==> src/rtl/dmem_access_ctrl_pkg.sv <==
// dmem_access_ctrl_pkg: shared encodings, widths and request checks for the data-memory controller
package dmem_access_ctrl_pkg;
    localparam int DW = 32;
    localparam int AW = 32;
    localparam int CW = 8;
    typedef enum logic [1:0] {IDLE = 2'd0, ACCESS = 2'd1, DONE = 2'd2, ERR = 2'd3} state_t;
    localparam logic [1:0] SZ_BYTE = 2'b00;
    localparam logic [1:0] SZ_HALF = 2'b01;
    localparam logic [1:0] SZ_WORD = 2'b10;
    function automatic logic misaligned(input logic [1:0] size, input logic [1:0] off);
        return (size == 2'b11) || (size == SZ_HALF && off[0]) || (size == SZ_WORD && off != 2'b00);
    endfunction
endpackage

==> src/rtl/dmem_access_ctrl_if.sv <==
// dmem_access_ctrl_if: req/ack bus between the access controller and the data memory
interface dmem_access_ctrl_if #(
    parameter int AW = 32,
    parameter int DW = 32
);
    logic          mem_req;
    logic          mem_we;
    logic [AW-1:0] mem_addr;
    logic [3:0]    mem_be;
    logic [DW-1:0] mem_wdata;
    logic [DW-1:0] mem_rdata;
    logic          mem_ack;
    modport master (output mem_req, mem_we, mem_addr, mem_be, mem_wdata, input mem_rdata, mem_ack);
    modport slave  (input mem_req, mem_we, mem_addr, mem_be, mem_wdata, output mem_rdata, mem_ack);
endinterface

==> src/rtl/dmem_access_ctrl_load_align_ext.sv <==
// load_align_ext: picks the addressed byte/halfword lane of a read word and sign/zero-extends it
module load_align_ext
    import dmem_access_ctrl_pkg::*;
#(
    parameter int WIDTH = DW
) (
    input  logic [WIDTH-1:0] rdata_i,
    input  logic [1:0]       off_i,
    input  logic [1:0]       size_i,
    input  logic             sext_i,
    output logic [WIDTH-1:0] data_o
);
    logic [7:0]  b;
    logic [15:0] h;
    // lane select followed by extension; words pass straight through
    always_comb begin
        b = rdata_i[{off_i, 3'b000} +: 8];
        h = off_i[1] ? rdata_i[31:16] : rdata_i[15:0];
        data_o = size_i == SZ_BYTE ? {{(WIDTH-8){sext_i & b[7]}}, b}
               : size_i == SZ_HALF ? {{(WIDTH-16){sext_i & h[15]}}, h}
               : rdata_i;
    end
endmodule

==> src/rtl/dmem_access_ctrl.sv <==
// dmem_access_ctrl: multicycle load/store controller with req/ack memory handshake, alignment and timeout checks
module dmem_access_ctrl
    import dmem_access_ctrl_pkg::*;
#(
    parameter int DATA_WIDTH = DW,
    parameter int ADDR_WIDTH = AW,
    parameter int TIMEOUT    = 15
) (
    input  logic                  clk,
    input  logic                  reset,
    input  logic                  MemRead,
    input  logic                  MemWrite,
    input  logic [ADDR_WIDTH-1:0] Addr,
    input  logic [DATA_WIDTH-1:0] WriteData,
    input  logic [1:0]            Size,
    input  logic                  SignExt,
    output logic [DATA_WIDTH-1:0] DMemOut,
    output logic                  Busy,
    output logic                  Done,
    output logic                  AlignErr,
    output logic                  TimeoutErr,
    dmem_access_ctrl_if.master    mem
);
    state_t                state_q;
    logic [CW-1:0]         cnt_q;
    logic [1:0]            off_q, size_q;
    logic                  sext_q, we_q, req_q;
    logic                  busy_q, done_q, align_q, tmo_q;
    logic [ADDR_WIDTH-1:0] addr_q;
    logic [3:0]            be_q, be_d;
    logic [DATA_WIDTH-1:0] wdata_q, wdata_d, dout_q, load_d;

    // byte-lane enables and lane-replicated store data for the incoming request
    always_comb begin
        be_d = Size == SZ_BYTE ? 4'b0001 << Addr[1:0] : Size == SZ_HALF ? (Addr[1] ? 4'b1100 : 4'b0011) : 4'b1111;
        wdata_d = Size == SZ_BYTE ? {4{WriteData[7:0]}} : Size == SZ_HALF ? {2{WriteData[15:0]}} : WriteData;
    end

    load_align_ext #(.WIDTH(DATA_WIDTH)) u_align (
        .rdata_i (mem.mem_rdata),
        .off_i   (off_q),
        .size_i  (size_q),
        .sext_i  (sext_q),
        .data_o  (load_d)
    );

    // access FSM; every output is a register so the mux downstream sees clean levels
    always_ff @(posedge clk or posedge reset) begin
        if (reset) begin
            state_q <= IDLE;
            cnt_q   <= '0;
            off_q   <= '0;
            size_q  <= '0;
            sext_q  <= 1'b0;
            we_q    <= 1'b0;
            req_q   <= 1'b0;
            busy_q  <= 1'b0;
            done_q  <= 1'b0;
            align_q <= 1'b0;
            tmo_q   <= 1'b0;
            addr_q  <= '0;
            be_q    <= '0;
            wdata_q <= '0;
            dout_q  <= '0;
        end else begin
            done_q  <= 1'b0;
            align_q <= 1'b0;
            tmo_q   <= 1'b0;
            case (state_q)
                IDLE: if (MemRead || MemWrite) begin
                    busy_q <= 1'b1;
                    if ((MemRead && MemWrite) || misaligned(Size, Addr[1:0])) begin
                        state_q <= ERR;
                        align_q <= 1'b1;
                    end else begin
                        state_q <= ACCESS;
                        req_q   <= 1'b1;
                        we_q    <= MemWrite;
                        addr_q  <= {Addr[ADDR_WIDTH-1:2], 2'b00};
                        be_q    <= be_d;
                        wdata_q <= wdata_d;
                        cnt_q   <= '0;
                        off_q   <= Addr[1:0];
                        size_q  <= Size;
                        sext_q  <= SignExt;
                    end
                end
                ACCESS: if (mem.mem_ack) begin
                    state_q <= DONE;
                    done_q  <= 1'b1;
                    req_q   <= 1'b0;
                    we_q    <= 1'b0;
                    if (!we_q) dout_q <= load_d;
                end else if (cnt_q == CW'(TIMEOUT - 1)) begin
                    state_q <= ERR;
                    tmo_q   <= 1'b1;
                    req_q   <= 1'b0;
                    we_q    <= 1'b0;
                end else begin
                    cnt_q <= cnt_q + 1'b1;
                end
                default: begin
                    state_q <= IDLE;
                    busy_q  <= 1'b0;
                end
            endcase
        end
    end

    assign DMemOut       = dout_q;
    assign Busy          = busy_q;
    assign Done          = done_q;
    assign AlignErr      = align_q;
    assign TimeoutErr    = tmo_q;
    assign mem.mem_req   = req_q;
    assign mem.mem_we    = we_q;
    assign mem.mem_addr  = addr_q;
    assign mem.mem_be    = be_q;
    assign mem.mem_wdata = wdata_q;
endmodule

==> src/flat_wrapper.sv <==
// flat-port wrapper written by rule: the top's interface ports become plain ports
module dmem_access_ctrl_flat import dmem_access_ctrl_pkg::*;
#(
    parameter int DATA_WIDTH = DW,
    parameter int ADDR_WIDTH = AW,
    parameter int TIMEOUT    = 15
)
  (clk, reset, MemRead, MemWrite, Addr, WriteData, Size, SignExt, DMemOut, Busy, Done, AlignErr, TimeoutErr, mem_mem_req, mem_mem_we, mem_mem_addr, mem_mem_be, mem_mem_wdata, mem_mem_rdata, mem_mem_ack);
  dmem_access_ctrl_if mem_i ();
  input  logic clk;
  input  logic reset;
  input  logic MemRead;
  input  logic MemWrite;
  input  logic [ADDR_WIDTH-1:0] Addr;
  input  logic [DATA_WIDTH-1:0] WriteData;
  input  logic [1:0] Size;
  input  logic SignExt;
  output logic [DATA_WIDTH-1:0] DMemOut;
  output logic Busy;
  output logic Done;
  output logic AlignErr;
  output logic TimeoutErr;
  output wire logic [$bits(mem_i.mem_req)-1:0] mem_mem_req;
  output wire logic [$bits(mem_i.mem_we)-1:0] mem_mem_we;
  output wire logic [$bits(mem_i.mem_addr)-1:0] mem_mem_addr;
  output wire logic [$bits(mem_i.mem_be)-1:0] mem_mem_be;
  output wire logic [$bits(mem_i.mem_wdata)-1:0] mem_mem_wdata;
  input wire logic [$bits(mem_i.mem_rdata)-1:0] mem_mem_rdata;
  input wire logic [$bits(mem_i.mem_ack)-1:0] mem_mem_ack;
  assign mem_mem_req = mem_i.mem_req;
  assign mem_mem_we = mem_i.mem_we;
  assign mem_mem_addr = mem_i.mem_addr;
  assign mem_mem_be = mem_i.mem_be;
  assign mem_mem_wdata = mem_i.mem_wdata;
  assign mem_i.mem_rdata = mem_mem_rdata;
  assign mem_i.mem_ack = mem_mem_ack;
  dmem_access_ctrl #(.DATA_WIDTH(DATA_WIDTH), .ADDR_WIDTH(ADDR_WIDTH), .TIMEOUT(TIMEOUT)) u_core (.clk(clk), .reset(reset), .MemRead(MemRead), .MemWrite(MemWrite), .Addr(Addr), .WriteData(WriteData), .Size(Size), .SignExt(SignExt), .DMemOut(DMemOut), .Busy(Busy), .Done(Done), .AlignErr(AlignErr), .TimeoutErr(TimeoutErr), .mem(mem_i));
endmodule
==> config.mk <==
export PLATFORM = sky130hd
export DESIGN_NAME = dmem_access_ctrl_flat
export DESIGN_NICKNAME = d
export VERILOG_FILES = /design/src/rtl/dmem_access_ctrl_pkg.sv /design/src/rtl/dmem_access_ctrl_if.sv /design/src/rtl/dmem_access_ctrl_load_align_ext.sv /design/src/rtl/dmem_access_ctrl.sv /design/src/flat_wrapper.sv
export SDC_FILE = /design/constraint.sdc
export NUM_CORES = 1
export LEC_CHECK = 0
export CAP_MARGIN = 20
export CORE_ASPECT_RATIO = 1.1
export CORE_UTILIZATION = 40
export DETAILED_ROUTE_END_ITERATION = 16
export GPL_TIMING_DRIVEN = 0
export PLACE_DENSITY = 0.8
export SLEW_MARGIN = 25
export SYNTH_ARGS = -nofsm -noshare
export SYNTH_HDL_FRONTEND = slang
export SYNTH_SLANG_ARGS = --single-unit
==> constraint.sdc <==
create_clock -name clk -period 6.3 [get_ports clk]
set_input_delay 1.26 -clock clk [delete_from_list [all_inputs] [get_ports clk]]
set_output_delay 1.26 -clock clk [all_outputs]
set_load 0.03 [all_outputs]
* After elaboration in Yosys (flattened, before gate mapping)
Cells that the tools add are included.
Widths: inputs -> output; s select.
** Cells by class
- Add/subtract/negate cells :: 1
- Equal/unequal tests :: 11
- Shift operators :: 2
- Mux-type cells :: 36
- Bitwise operators :: 5
- Reductions and logical operators :: 18
** Operator list (number)
- $mux 32 :: 4
- $mux 8 :: 4
- $shiftx 32x6->8 :: 1
- $mux 16 :: 1
- $pmux 8 s2 :: 1
- $mux 1 :: 15
- $mux 4 :: 3
- $add 8x1->8 const B :: 1
- $eq 8x4->1 const B :: 1
- $mux 2 :: 4
- $eq 2x1->1 const B :: 3
- $logic_not 2->1 :: 3
- $ne 2x2->1 const B :: 3
- $pmux 1 s2 :: 3
- $reduce_and 3->1 :: 2
- $reduce_and 5->1 :: 1
- $eq 2x2->1 const B :: 2
- $logic_or 1x1->1 :: 4
- $pmux 2 s2 :: 1
- $reduce_and 2->1 :: 2
- $reduce_and 4->1 :: 1
- $reduce_bool 2->1 :: 2
- $shl 1x2->4 const A :: 1
- $logic_and 1x1->1 :: 3
- 4 further kinds :: 7
** Storage, ports and cells
- Register bits :: 119
- Input bits :: 104
- Logic and storage cells :: 88

* Longest topological paths before layout
Gate-level depths: netlist of the first run.
- Depth after elaboration :: 8
- Gate-level depth with buffers :: 7
- Gate-level depth less buffers :: 6

* Cells and area by module
From an unflattened synthesis of the first run, not the netlist that was laid out.
** Second synthesis, totals
- Cells, all modules :: 496
- Area total of the unflattened synthesis :: 6019.5 um2
** Modules (own cells, without submodules)
- dmem_access_ctrl :: instances 1, cells an instance 361, area an instance 5079.9 um2
- load_align_ext :: instances 1, cells an instance 135, area an instance 939.7 um2

* Least setup slack after synthesis of the first run
OpenSTA, ideal clock, no wires.
- Path kind :: input to register
- Start :: input port Size[0]
- End :: register u_core.addr_q[3] (netlist: u_core.mem.mem_addr[3])
- Setup time :: 0.128 ns
- Data arrival time :: 2.361 ns
- Required time :: 6.172 ns
- Setup slack :: 3.811 ns
- Cell stages on the path :: 5
- Cell sequence :: nor2_2 > a21o_1 > nand3_4 > buf_6 > mux2_1
** On the way
- Cells in the longest elaborated chain, start to end :: 7
- Elaborated cells on any way between the ends :: 10
- Classes of those cells :: 3 x eq/ne; 1 x bitwise; 6 x reduce/logical
** Ends and longest elaborated chain
- start, declared :: RTL line flat_wrapper.sv:16 : input logic [1:0] Size;
- $eq 2x1->1 :: RTL line dmem_access_ctrl_pkg.sv:11 : return (size == 2'b11) || (size == SZ_HALF && off[0]) || (size == SZ_WORD && off != 2'b00);
- $logic_and 1x1->1 :: RTL line dmem_access_ctrl_pkg.sv:11
- $logic_or 1x1->1 :: RTL line dmem_access_ctrl_pkg.sv:11
- $logic_or 1x1->1 (*) :: RTL line dmem_access_ctrl_pkg.sv:11
- $logic_or 1x1->1 (*) :: RTL line dmem_access_ctrl.sv:72 : if ((MemRead && MemWrite) || misaligned(Size, Addr[1:0])) begin
- $not 1->1 (no line) (*)
- $reduce_and 3->1 (no line) (*)
- end signal, assigned :: RTL line dmem_access_ctrl.sv:79 : addr_q <= {Addr[ADDR_WIDTH-1:2], 2'b00};
- end, declared :: RTL line dmem_access_ctrl.sv:29 : logic [ADDR_WIDTH-1:0] addr_q;
Every way passes the cells marked *; elsewhere a longest branch is shown, timed or not.
A chain may end at the register's enable or synchronous reset.

* Worst setup path after layout of the first run
- Start :: input port Size[0]
- End :: register u_core.cnt_q[6]
** On the way
- Cells in the longest elaborated chain, start to end :: 7
- Elaborated cells on any way between the ends :: 10
- Classes of those cells :: 4 x eq/ne; 6 x reduce/logical
** Ends and longest elaborated chain
- $eq 2x1->1 :: RTL line dmem_access_ctrl_pkg.sv:11
- $logic_and 1x1->1 :: RTL line dmem_access_ctrl_pkg.sv:11
- $logic_or 1x1->1 :: RTL line dmem_access_ctrl_pkg.sv:11
- $logic_or 1x1->1 (*) :: RTL line dmem_access_ctrl_pkg.sv:11
- $logic_or 1x1->1 (*) :: RTL line dmem_access_ctrl.sv:72
- $ne 2x2->1 (no line) (*)
- $reduce_and 5->1 (no line) (*)
- end signal, assigned :: RTL line dmem_access_ctrl.sv:100 : cnt_q <= cnt_q + 1'b1;
- end, declared :: RTL line dmem_access_ctrl.sv:25 : logic [CW-1:0] cnt_q;
Marked as above.

==> results of run 1 <==
-- layout by cell type (no fill, tap or decap), types with 2 or more instances in the layout --
master / synthesis / routed
a211oi_1: 9 / 9
a21o_1: 9 / 9
a21oi_1: 3 / 3
a31oi_1: 7 / 7
and2_1: 3 / 3
and3_1: 3 / 3
buf_1: 2 / 2
buf_2: 3 / 3
buf_4: 3 / 3
buf_6: 9 / 9
bufinv_16: 0 / 2
clkbuf_1: 13 / 16
clkbuf_16: 0 / 17
clkbuf_8: 0 / 4
clkdlybuf4s50_1: 0 / 207
clkinv_2: 0 / 4
clkinvlp_4: 0 / 2
conb_1: 1 / 2
dfrtp_1: 119 / 119
ha_1: 2 / 2
inv_1: 13 / 12
mux2_1: 4 / 4
mux2_2: 84 / 84
mux2i_1: 24 / 24
mux4_2: 8 / 8
nand2_1: 31 / 31
nand2b_1: 3 / 3
nand3_1: 33 / 33
nand3b_1: 2 / 2
nand4_1: 2 / 2
nor2_1: 17 / 17
nor2b_1: 3 / 3
nor3_1: 3 / 3
o21a_1: 7 / 7
o21ai_0: 19 / 19
o21bai_1: 2 / 2
o22ai_1: 3 / 3
or2_2: 2 / 2
-- where the power goes --
part	leakage, nW	switching [mW]	total [mW]	internal (mW)
registers	1.45	0.218	1.34	1.12
logic	2.05	1.26	2.31	1.05
clock network	0.286	0.331	0.951	0.621
-- sequential cells by signal, indices dropped and copies added, names as in the netlist --
signal	flops
u_core.mem.mem_wdata	32
u_core.mem.mem_addr	30
u_core.Done	1
u_core.mem.mem_we	1
u_core.size_q	2
u_core.TimeoutErr	1
u_core.AlignErr	1
u_core.mem.mem_be	4
u_core.mem.mem_req	1
u_core.state_q	2
u_core.DMemOut	32
u_core.cnt_q	8
u_core.sext_q	1
u_core.off_q	2
u_core.Busy	1
-- final timing paths --
kind	startpoint	endpoint	slack (ps)	cells after the start
setup / recovery	Size[0]	u_core.cnt_q[6]$_DFFE_PP0P_	3340	5
hold / removal	u_core.DMemOut[2]$_DFFE_PP0P_	u_core.DMemOut[2]$_DFFE_PP0P_	470	1
setup reg to reg	u_core.cnt_q[0]$_DFFE_PP0P_	u_core.mem.mem_req$_DFFE_PP0P_	4350	6
hold reg to reg	u_core.DMemOut[2]$_DFFE_PP0P_	u_core.DMemOut[2]$_DFFE_PP0P_	470	1
max in group asynchronous	reset	u_core.mem.mem_wdata[13]$_DFFE_PP0P_	4300	3
min in group asynchronous	reset	u_core.mem.mem_addr[18]$_DFFE_PP0P_	1330	2
-- routing by layer --
metal / routed length, um / GRT usage (%) / part of all wire, % / up-vias
met4: 428 / 9.95 / 2.6 / 0
met3: 1170 / 7.78 / 7.2 / 34
li1: - / - / - / 2137
met2: 8310 / 39.6 / 51 / 200
met1: 6430 / 26.6 / 39 / 2314
met5: 0 / 0 / 0 / -
-- cell type report --
class | instances | area, um2
Buffer | 30 | 195
Sequential cell | 119 | 2980
Tap cell | 188 | 235
Multi-Input combinational cell | 304 | 2520
Timing Repair Buffer | 208 | 2100
Fill cell | 1116 | 5240
Clock inverter | 8 | 95.1
Clock buffer | 24 | 492
Inverter | 13 | 53.8
-- metrics by stage --
| stage | total power, mW | setup WS, ps |
|---|---|---|
| 3_5_place_dp | 3.66 | 2940 |
| 6_report | 4.60 | 3340 |
| 2_1_floorplan | 2.70 | 1880 |
| 3_3_place_gp | 3.59 | 258 |
| 4_1_cts | 4.63 | 3330 |
| 5_1_grt | 4.82 | 3260 |
-- cell families (layout without fill, tap and decap cells) --
family | count (synthesis) | in the layout | share of synthesized area, %
compound gates | 68 | 68 | 8.36
xor+xnor | 1 | 1 | 0.153
fa+ha+maj | 2 | 2 | 0.436
buf+inv | 43 | 283 | 4.25
flops | 119 | 119 | 51.9
mux | 120 | 120 | 24.6
other cells | 1 | 2 | 0.0654
simple gates | 111 | 111 | 10.2
==> flow_summary_export.csv, run 1 <==
group,metric,value,unit
status,outcome,"complete, no violations",
logic_synthesis,syn_area_per_cell,12.3,um2
clock_tree,cts_setup_buffers,0,
routing,totalWireLength,16300,um
clock_tree,cts_tree,"built",
logic_synthesis,synthCells,465,
cells_and_area,design.final.nets,799,
sta,min_period,2960,ps
logic_synthesis,synth-edff-count,0,
sta,fin_crit_sh,47.0,%
worst_setup_path,required,6560,ps
cells_and_area,instances_no_fill,894,
clock_tree,clock_path_buffers,2,
cells_and_area,final_core_util,62.3,%
sta,setup_tns,0,ps
sta,finClkSkew,7.84,ps
sta,hold_viol,0,
sta,worstMarginPinSlew,736,ps
global_route,grt_pass1_vias,5016,
worst_setup_path,worstSetupStartpointType,"primary input",
clock_tree,root_buffer,"clkbuf_16",
clock_tree,numCtsBuffers,17,
logic_synthesis,synth_area_leaders,"dfrtp_1 52%, mux2_2 16%, mux2i_1 4.2%",
floorplan,fp.dieW,116,um
floorplan,start_util,41.2,%
logic_synthesis,synth-seq-cells,119,
floorplan,io-pin-count,210,
worst_setup_path,critical_path_class,"in -> reg",
clock_tree,clock_latency,410,ps
global_route,grt_max_degree,72,
logic_synthesis,synth_area,5730,um2
logic_synthesis,synth-seq-area-share,51.9,%
worst_setup_path,crit_slowest_cell,"nor2_2",
routing,drtIter0Drc,196,
routing,num_vias,4685,
clock_tree,clock_sinks,119,
placement,gp_congestion,0.823,
floorplan,rows,45,
worst_setup_path,path_buf_inv,1,
global_route,grt_pass1_wl,25900,um
logic_synthesis,synth_top_area_share,51.9,%
sta,timing.fmax,0.337,GHz
placement,dp_hpwl,12200,um
routing,ant_nets,0,
sta,relSlewSlack,51.0,%
cells_and_area,fin_area,8660,um2
placement,place_inst,862,
floorplan,die_h,128,um
placement,place_area,8080,um2
global_route,grt_overflow,0,
floorplan,dieArea,14800,um2
placement,port_buffers,207,
global_route,grt_use_total,23.3,%
worst_setup_path,crit_chain,"clkdlybuf4s50_1, nor2_2, a221oi_1, a211oi_2, a31oi_1",
worst_setup_path,cp_top_family,"compound AO/OA/AOI/OAI gates",
flow_run,maxCapViolCount,0,
clock_tree,cts-htree-levels,4,
power,p_per_area,531,nW/um2
sta,finalSetupViolations,0,
cells_and_area,diodes,0,
logic_synthesis,ys_types,51,
logic_synthesis,ys_warn_count,0,
worst_setup_path,crit_fanout,10,
routing,drcViolationCount,0,
logic_synthesis,synth.most_common_cell,"dfrtp_1",
logic_synthesis,ys_async_sr_fraction,100,%
logic_synthesis,synthTopCellsByCount,"119 x dfrtp_1, 84 x mux2_2, 33 x nand3_1",
sta,final_max_slew_viol_count,0,
worst_setup_path,end_kind,"flip-flop",
floorplan,core-area,13900,um2
global_route,antenna_found_initial,0,
routing,dr.pass1.iters,4,
routing,via_per_inst,5.24,
cells_and_area,layout-drive-gt1-share,21.2,%
worst_setup_path,cp_slowest_stage_delay,510,ps
cells_and_area,syn2layout_area_growth,51.1,%
power,power_leakage,3.79,nW
logic_synthesis,synth_ff_type,"dfrtp_1",
routing,wl_per_cell,18.3,um
clock_tree,cts_resized,0,
clock_tree,cts_hold_buf,0,
sta,rsz0062_at_grt,"false",
worst_setup_path,arrival,3230,ps
power,ir_drop,317,uV
clock_tree,path_clk_slew,50,ps
sta,fin_worst_hold_slack,473,ps
logic_synthesis,yosys.area.top_type,"dfrtp_1",
min_path,hold_class,"reg -> reg",
No activity file was read; power rests on OpenSTA's default activity.
==> run 2: changes to the inputs <==
Clock period 6.3 ns to 3.05 ns, I/O delays scaled along.
==> flow_summary_export.csv, run 2 (synthesis gave the netlist of run 1 again) <==
group,metric,value,unit
routing,totalWireLength,16100,um
global_route,grt_pass1_vias,5015,
sta,fin_crit_sh,76.1,%
clock_tree,clock_latency,410,ps
power,power_leakage,3.81,nW
floorplan,core-area,13900,um2
worst_setup_path,critical_path_class,"in -> reg",
worst_setup_path,required,3310,ps
cells_and_area,design.final.nets,801,
floorplan,fp.dieW,116,um
cells_and_area,layout-drive-gt1-share,21.4,%
worst_setup_path,r2r_cells,6,
cells_and_area,diodes,0,
routing,wl_per_cell,18.0,um
floorplan,start_util,41.2,%
routing,num_vias,4717,
sta,setup_tns,0,ps
worst_setup_path,r2r_slack,1100,ps
worst_setup_path,cp_slowest_stage_delay,510,ps
clock_tree,numCtsBuffers,17,
global_route,grt_pass1_wl,25700,um
worst_setup_path,rr_startpoint,"u_core.cnt_q[0]$_DFFE_PP0P_",
power,p_per_area,1100,nW/um2
routing,via_per_inst,5.28,
power,finalPower,9.60,mW
sta,relSlewSlack,47.7,%
routing,ant_nets,0,
clock_tree,cts-htree-levels,4,
worst_setup_path,crit_fanout,10,
power,ir_drop,639,uV
cells_and_area,final_cell_mix,"207 x clkdlybuf4s50_1, 119 x dfrtp_1, 84 x mux2_2",
placement,port_buffers,207,
clock_tree,clock_path_buffers,2,
placement,gp_congestion,0.829,
routing,dr.pass1.iters,4,
global_route,grt_use_total,23.0,%
min_path,hold_class,"reg -> reg",
global_route,grt_max_degree,33,
flow_run,maxCapViolCount,0,
clock_tree,path_clk_slew,50,ps
worst_setup_path,regToRegEndpoint,"u_core.mem.mem_we$_DFFE_PP0P_",
worst_setup_path,arrival,2580,ps
clock_tree,root_buffer,"clkbuf_16",
routing,drcViolationCount,0,
placement,dpl_worst_slack,283,ps
sta,finClkSkew,4.93,ps
worst_setup_path,crit_slowest_cell,"nor2_2",
sta,finalSetupViolations,0,
worst_setup_path,worstSetupStartpointType,"primary input",
status,outcome,"complete, no violations",
clock_tree,cts_tree,"built",
global_route,antenna_found_initial,0,
sta,timing.fmax,0.431,GHz
sta,hold_viol,0,
floorplan,dieArea,14800,um2
sta,worst_slack,729,ps
sta,worstMarginPinSlew,785,ps
routing,drtIter0Drc,215,
worst_setup_path,critPathCapture,"u_core.cnt_q[2]$_DFFE_PP0P_",
worst_setup_path,crit_start,"Size[0]",
cells_and_area,syn2layout_area_growth,52.1,%
clock_tree,clock_sinks,119,
sta,min_period,2320,ps
clock_tree,cts_resized,0,
worst_setup_path,end_kind,"flip-flop",
global_route,grt_overflow,0,
floorplan,die_h,128,um
clock_tree,cts_hold_buf,0,
placement,dp_hpwl,12100,um
floorplan,io-pin-count,210,
worst_setup_path,crit_chain,"clkdlybuf4s50_1, nor2_2, a221oi_1, a211oi_2, a31oi_1",
clock_tree,cts_setup_buffers,0,
sta,final_max_slew_viol_count,0,
floorplan,rows,45,
cells_and_area,final_common_cell,"clkdlybuf4s50_1",
sta,rsz0062_at_grt,"false",
[run 2: cell count changes in the layout (fill, tap and decap cells not counted), sizes merged]
cell,change
clkinvlp,+1
inv,-1
clkbuf,-3
buf,+2
clkinv,-1
bufinv,+2
[run 2: layout make-up]
class                           count  area, um2
Clock inverter                      9        150
Buffer                             30        195
Fill cell                        1115       5190
Sequential cell                   119       2980
Tap cell                          188        235
Inverter                           13       52.6
Timing Repair Buffer              210       2130
Multi-Input combinational cell    304       2520
Clock buffer                       21        460
[run 2: worst max-delay path, delay by kind of cell]
family / cells / cell delay [ps]
AOI/OAI and AO/OA: 3 / 980
buffers and inverters: 1 / 480
and+or+nand+nor: 1 / 510
[run 2: stage by stage]
stage | utilization, % | cells | hold WS, ps | area [um2]
CTS | 62.7 | 894 | 480 | 8720
detailed placement | 58.3 | 864 | 468 | 8110
floorplan | - | 466 | 462 | 5740
global placement | 57.9 | 861 | 463 | 8050
finish | 62.7 | 894 | 479 | 8720
global route | 62.7 | 894 | 501 | 8720
[run 2: worst min path at each step]
stage                     cells past startpoint                       endpoint                          start  slack (ps)
after CTS                                     1  u_core.DMemOut[7]$_DFFE_PP0P_  u_core.DMemOut[7]$_DFFE_PP0P_         480
after floorplan                               1    u_core.cnt_q[6]$_DFFE_PP0P_    u_core.cnt_q[6]$_DFFE_PP0P_         460
after global placement                        1  u_core.DMemOut[0]$_DFFE_PP0P_  u_core.DMemOut[0]$_DFFE_PP0P_         460
after global routing                          1  u_core.DMemOut[7]$_DFFE_PP0P_  u_core.DMemOut[7]$_DFFE_PP0P_         500
after detailed placement                      1  u_core.DMemOut[7]$_DFFE_PP0P_  u_core.DMemOut[7]$_DFFE_PP0P_         470
final                                         1  u_core.DMemOut[7]$_DFFE_PP0P_  u_core.DMemOut[7]$_DFFE_PP0P_         480
[run 2: power breakdown]
part	switching (mW)	leakage (nW)	internal, mW
combinational	2.59	2.07	2.17
clock	0.687	0.295	1.39
sequential	0.443	1.45	2.32
total	3.72	3.81	5.88
[run 2: per-layer routing]
metal / up-vias / track usage [%] / share of wire, %
li1: 2139 / - / -
met1: 2324 / 26.5 / 39
met2: 217 / 37.9 / 50
met3: 37 / 7.92 / 8.1
met4: 0 / 11.6 / 3.0
met5: - / 0 / 0
==> patch 1, RTL diff (config.mk and constraints of run 2) <==
Register the output `AlignErr` once more, cleared by the reset; this adds one clock of latency there. The other outputs are not delayed to match.
--- a/src/rtl/dmem_access_ctrl.sv
+++ b/src/rtl/dmem_access_ctrl.sv
@@ -112,3 +112,9 @@
     assign Done          = done_q;
-    assign AlignErr      = align_q;
+    always_ff @(posedge clk or posedge reset) begin
+        if (reset) begin
+            AlignErr <= '0;
+        end else begin
+            AlignErr <= align_q;
+        end
+    end
     assign TimeoutErr    = tmo_q;
Function: changed (a bounded check fails within 4 cycles, from zero or initial values and one cycle with reset high).
==> patch 1 against run 2 <==
  * Highest routed layer unchanged
  * Critical endpoint unchanged
  * Synthesized area is 0.44% higher
  * Routed wire length is 1.2% lower
  * Power is 2.0% lower
  * Setup slack worse by 17 ps
  * Final area hardly changed
  * Non-clock buffer count is 1 higher
  * First-iteration DRC count is 13% higher
  * Sequential cell count is 1 higher
  * Critical path type unchanged
==> patch 1: results (changes against run 2) <==
final wirelength=15900 µm (-1.2%); top post-synthesis cells by area=dfrtp_1 52%, mux2_2 16%, mux2i_1 4.2%; CP arrival=2600 ps (+20 ps); clk_skew=7.486 ps (+2.551 ps); Post-CTS Repair Setup Buffers=0 (unchanged); Final #Nets=803 (+0.25%); Filler cells=1139 (+2.2%); Worst-Skew Late Latency=410 ps (about the same); VDD IR-drop max=704.0 µV (+10%); Initial DRT Pass Iterations=4 (unchanged); routability cong.=0.8521 (+2.8%); Congestion Overflow GR=0 (unchanged); Tot GR Track Use=0.2239 (-0.006276); cell area after placement=8154 µm² (+0.56%); port bufs=207 (unchanged); hold_sp=u_core.align_q$_DFF_PP0_; post-DP HPWL=12090 µm (-0.15%); status=completed; Starting DRT DRC Count=244 (+13%); top post-synthesis cells by count=120 x dfrtp_1, 84 x mux2_2, 33 x nand3_1; dpl ws=297.2 ps (+13.83 ps); first-pass GRT wire length=25270 µm (-1.7%); ANT cells=0 (unchanged); non-filler cells, final=898 (+0.45%); sequential fraction of the synthesis area=0.5214 (+0.002089); Worst Hold End=u_core.AlignErr$_DFF_PP0_; initial antenna violation count=0 (unchanged); vias post-DR=4659 (-1.2%); Placed Cells incl. Taps=866 (+0.23%); leakage=3.822 nW (+0.27%); Synth Area per Inst=12.36 µm² (+0.22%); Hold Path Depth=0 (-1); share of layout cells above drive strength 1=0.2169 (+0.003020); setup slack, reg-to-reg=1110 ps; YS warnings=0 (unchanged); Least-Margin Pin Slew=844.4 ps (+59.32 ps)
==> patch 1: per-stage QoR <==
| step | hold WS (ps) | total power, mW |
|---|---|---|
| final | 351.8 | 9.412 |
| after global routing | 369.3 | 9.889 |
| after CTS | 357.4 | 9.487 |
| after detailed placement | 341.7 | 7.576 |
| after global placement | 340.9 | 7.410 |
| after floorplan | 331.2 | 5.596 |
==> patch 1: logic make-up after synthesis <==
kind of cell | count (synthesis) | share of synthesized area
other cells | 1 | 0.0006511
flops | 120 | 0.5214
fa+ha+maj | 2 | 0.004344
compound gates | 68 | 0.08320
simple gates | 111 | 0.1015
buf+inv | 43 | 0.04236
xor+xnor | 1 | 0.001521
mux | 120 | 0.2451
==> patch 1: worst max-delay path by stage <==
stage | from | end | slack (ps)
finish | Size[0] | u_core.cnt_q[2]$_DFFE_PP0P_ | 710
global route | Size[0] | u_core.cnt_q[5]$_DFFE_PP0P_ | 600
CTS | Size[0] | u_core.cnt_q[2]$_DFFE_PP0P_ | 720
detailed placement | Size[0] | u_core.cnt_q[5]$_DFFE_PP0P_ | 300
global placement | reset | u_core.mem.mem_addr[3]$_DFFE_PP0P_ | -140
floorplan | reset | u_core.AlignErr$_DFF_PP0_ | 970
==> patch 1: layout make-up <==
class | count | area [µm²] | area share
tap | 188 | 235.2 | 0.02699
clock inverter | 9 | 72.57 | 0.008327
buffer | 30 | 195.2 | 0.02240
timing repair buffer | 211 | 2152 | 0.2469
multi-input combinational | 304 | 2516 | 0.2887
sequential | 120 | 3003 | 0.3446
inverter | 13 | 52.55 | 0.006030
clock buffer | 23 | 488.0 | 0.05599
==> patch 1: where the power goes <==
part	switching, mW	internal (mW)	total, mW
Combinational	2.59	2.17	4.76
Clock	0.688	1.20	1.88
Sequential	0.436	2.33	2.77
Total	3.71	5.70	9.41
==> patch 1: worst max-delay path, stage by stage <==
cell             delay (ps)
clkdlybuf4s50_1         480
nor2_2                  500
a221oi_1                310
a211oi_2                530
a31oi_1                 170
==> patch 1: metal layers <==
layer	global-route usage	up-vias	wire, µm
li1	-	2152	-
met3	0.08038	26	1336
met4	0.08145	0	358
met1	0.2563	2281	6216
met2	0.3811	200	7991
met5	0	-	0
==> patch 2, RTL diff (flow settings as in run 2) <==
Without the edit above. `AW` is set to 32 in 2 places; all go to 16.
--- a/src/rtl/dmem_access_ctrl_pkg.sv
+++ b/src/rtl/dmem_access_ctrl_pkg.sv
@@ -3,3 +3,3 @@
     localparam int DW = 32;
-    localparam int AW = 32;
+    localparam int AW = 16;
     localparam int CW = 8;
--- a/src/rtl/dmem_access_ctrl_if.sv
+++ b/src/rtl/dmem_access_ctrl_if.sv
@@ -2,3 +2,3 @@
 interface dmem_access_ctrl_if #(
-    parameter int AW = 32,
+    parameter int AW = 16,
     parameter int DW = 32
Ports: changed (resized Addr and mem_mem_addr); port bits go from 210 to 178. No check against the original RTL was run, so the function may have changed too.
==> patch 2 against run 2 <==
  * Synthesized area fell by 13%
  * Count of clock-buffer cells in the layout fell by 9
  * Global-route usage rose by 1.3 points
  * Setup slack improved by 46 ps
  * Final area fell by 16%
  * Power fell by 21%
  * Sequential cell count fell by 16
  * Routed wire length fell by 6.0%
==> patch 2: results (changes against run 2) <==
setup slack, reg-to-reg=960 ps (-140 ps); cell area after placement=6974 µm² (-14%); clk_skew=6.643 ps (+1.709 ps); Worst Hold End=u_core.mem.mem_wdata[26]$_DFFE_PP0P_; share of layout cells above drive strength 1=0.1052 (-0.1087); CTS H-tree lvls=3 (-1); Tot GR Track Use=0.2428 (+0.01258); Mapped Cells=481 (+3.4%); Least-Margin Pin Slew=854.8 ps (+69.75 ps); sequential fraction of the synthesis area=0.5192 (about the same); CP arrival=2510 ps (-70 ps); vias post-DR=4579 (-2.9%); CP endpoint=u_core.mem.mem_wdata[4]$_DFFE_PP0P_; Hold Path Depth=2 (+1); RR Endpoint=u_core.cnt_q[6]$_DFFE_PP0P_; Worst-path clk slew=70 ps (+20 ps); top post-synthesis cells by count=103 x dfrtp_1, 59 x nand2_1, 41 x nand3_1; status=completed; vias in the first global route=4697 (-6.3%); distinct cell type count after synthesis=46 (-9.8%); Vias/cell=5.524 (+4.7%); first-pass GRT wire length=23800 µm (-7.5%); Worst-Skew Late Latency=350 ps (-60 ps); port bufs=174 (-16%); largest net degree at the start of global routing=34 (+3.0%); Filler cells=1049 (-5.9%); VDD IR-drop max=615.9 µV (-3.6%); top post-synthesis cells by area=dfrtp_1 52%, mux2_2 5.9%, mux2i_1 5.6%
==> patch 2: cell count changes after synthesis, moves of 16 or more <==
cell,change
nor2_1,+22
nand2_1,+28
o21ai_0,+16
mux2_2,-58
a21oi_1,+31
dfrtp_1,-16
==> patch 2: cells by family after synthesis <==
logic type | Yosys count | synth area share
muxes | 61 | 0.1472
xor gates and xnor gates | 2 | 0.003529
AOI/OAI and AO/OA | 111 | 0.1421
buffers and inverters | 39 | 0.03427
DFF | 103 | 0.5192
other | 1 | 0.0007553
and+or+nand+nor | 162 | 0.1479
adders and majority gates | 2 | 0.005040
==> patch 2: layout make-up <==
class	count	share of cell area
sequential	103	0.3538
multi-input combinational	340	0.3049
timing repair buffer	177	0.2484
clock buffer	12	0.03521
tap	154	0.02645
buffer	35	0.02130
clock inverter	4	0.007386
inverter	4	0.002576
==> patch 2: metrics by stage <==
| step | worst slack (ps) | hold WS (ps) |
|---|---|---|
| final | 775.4 | 482.1 |
| after global routing | 654.6 | 511.9 |
| after CTS | 743.8 | 491.5 |
| after detailed placement | 375.7 | 473.6 |
| after global placement | 187.8 | 462.7 |
| after floorplan | 1180 | 484.1 |
==> patch 2: critical path, cell delays in order <==
cell and delay (ps):
clkdlybuf4s50_1 570, a21oi_1 160, o211ai_2 400, buf_2 380, mux2_2 380
==> patch 2: per-layer routing <==
layer,vias to the layer above,share of wire,global-route usage
met1,2224,0.38,0.2906
met2,224,0.50,0.4068
met4,0,0.029,0.1096
met5,-,0,0
met3,28,0.092,0.06130
li1,2103,-,-
==> patch 2: power by group <==
part | internal [mW] | switching (mW) | leakage [nW]
registers | 1.99 | 0.389 | 1.27
logic | 1.71 | 2.34 | 1.70
clock network | 0.683 | 0.513 | 0.145
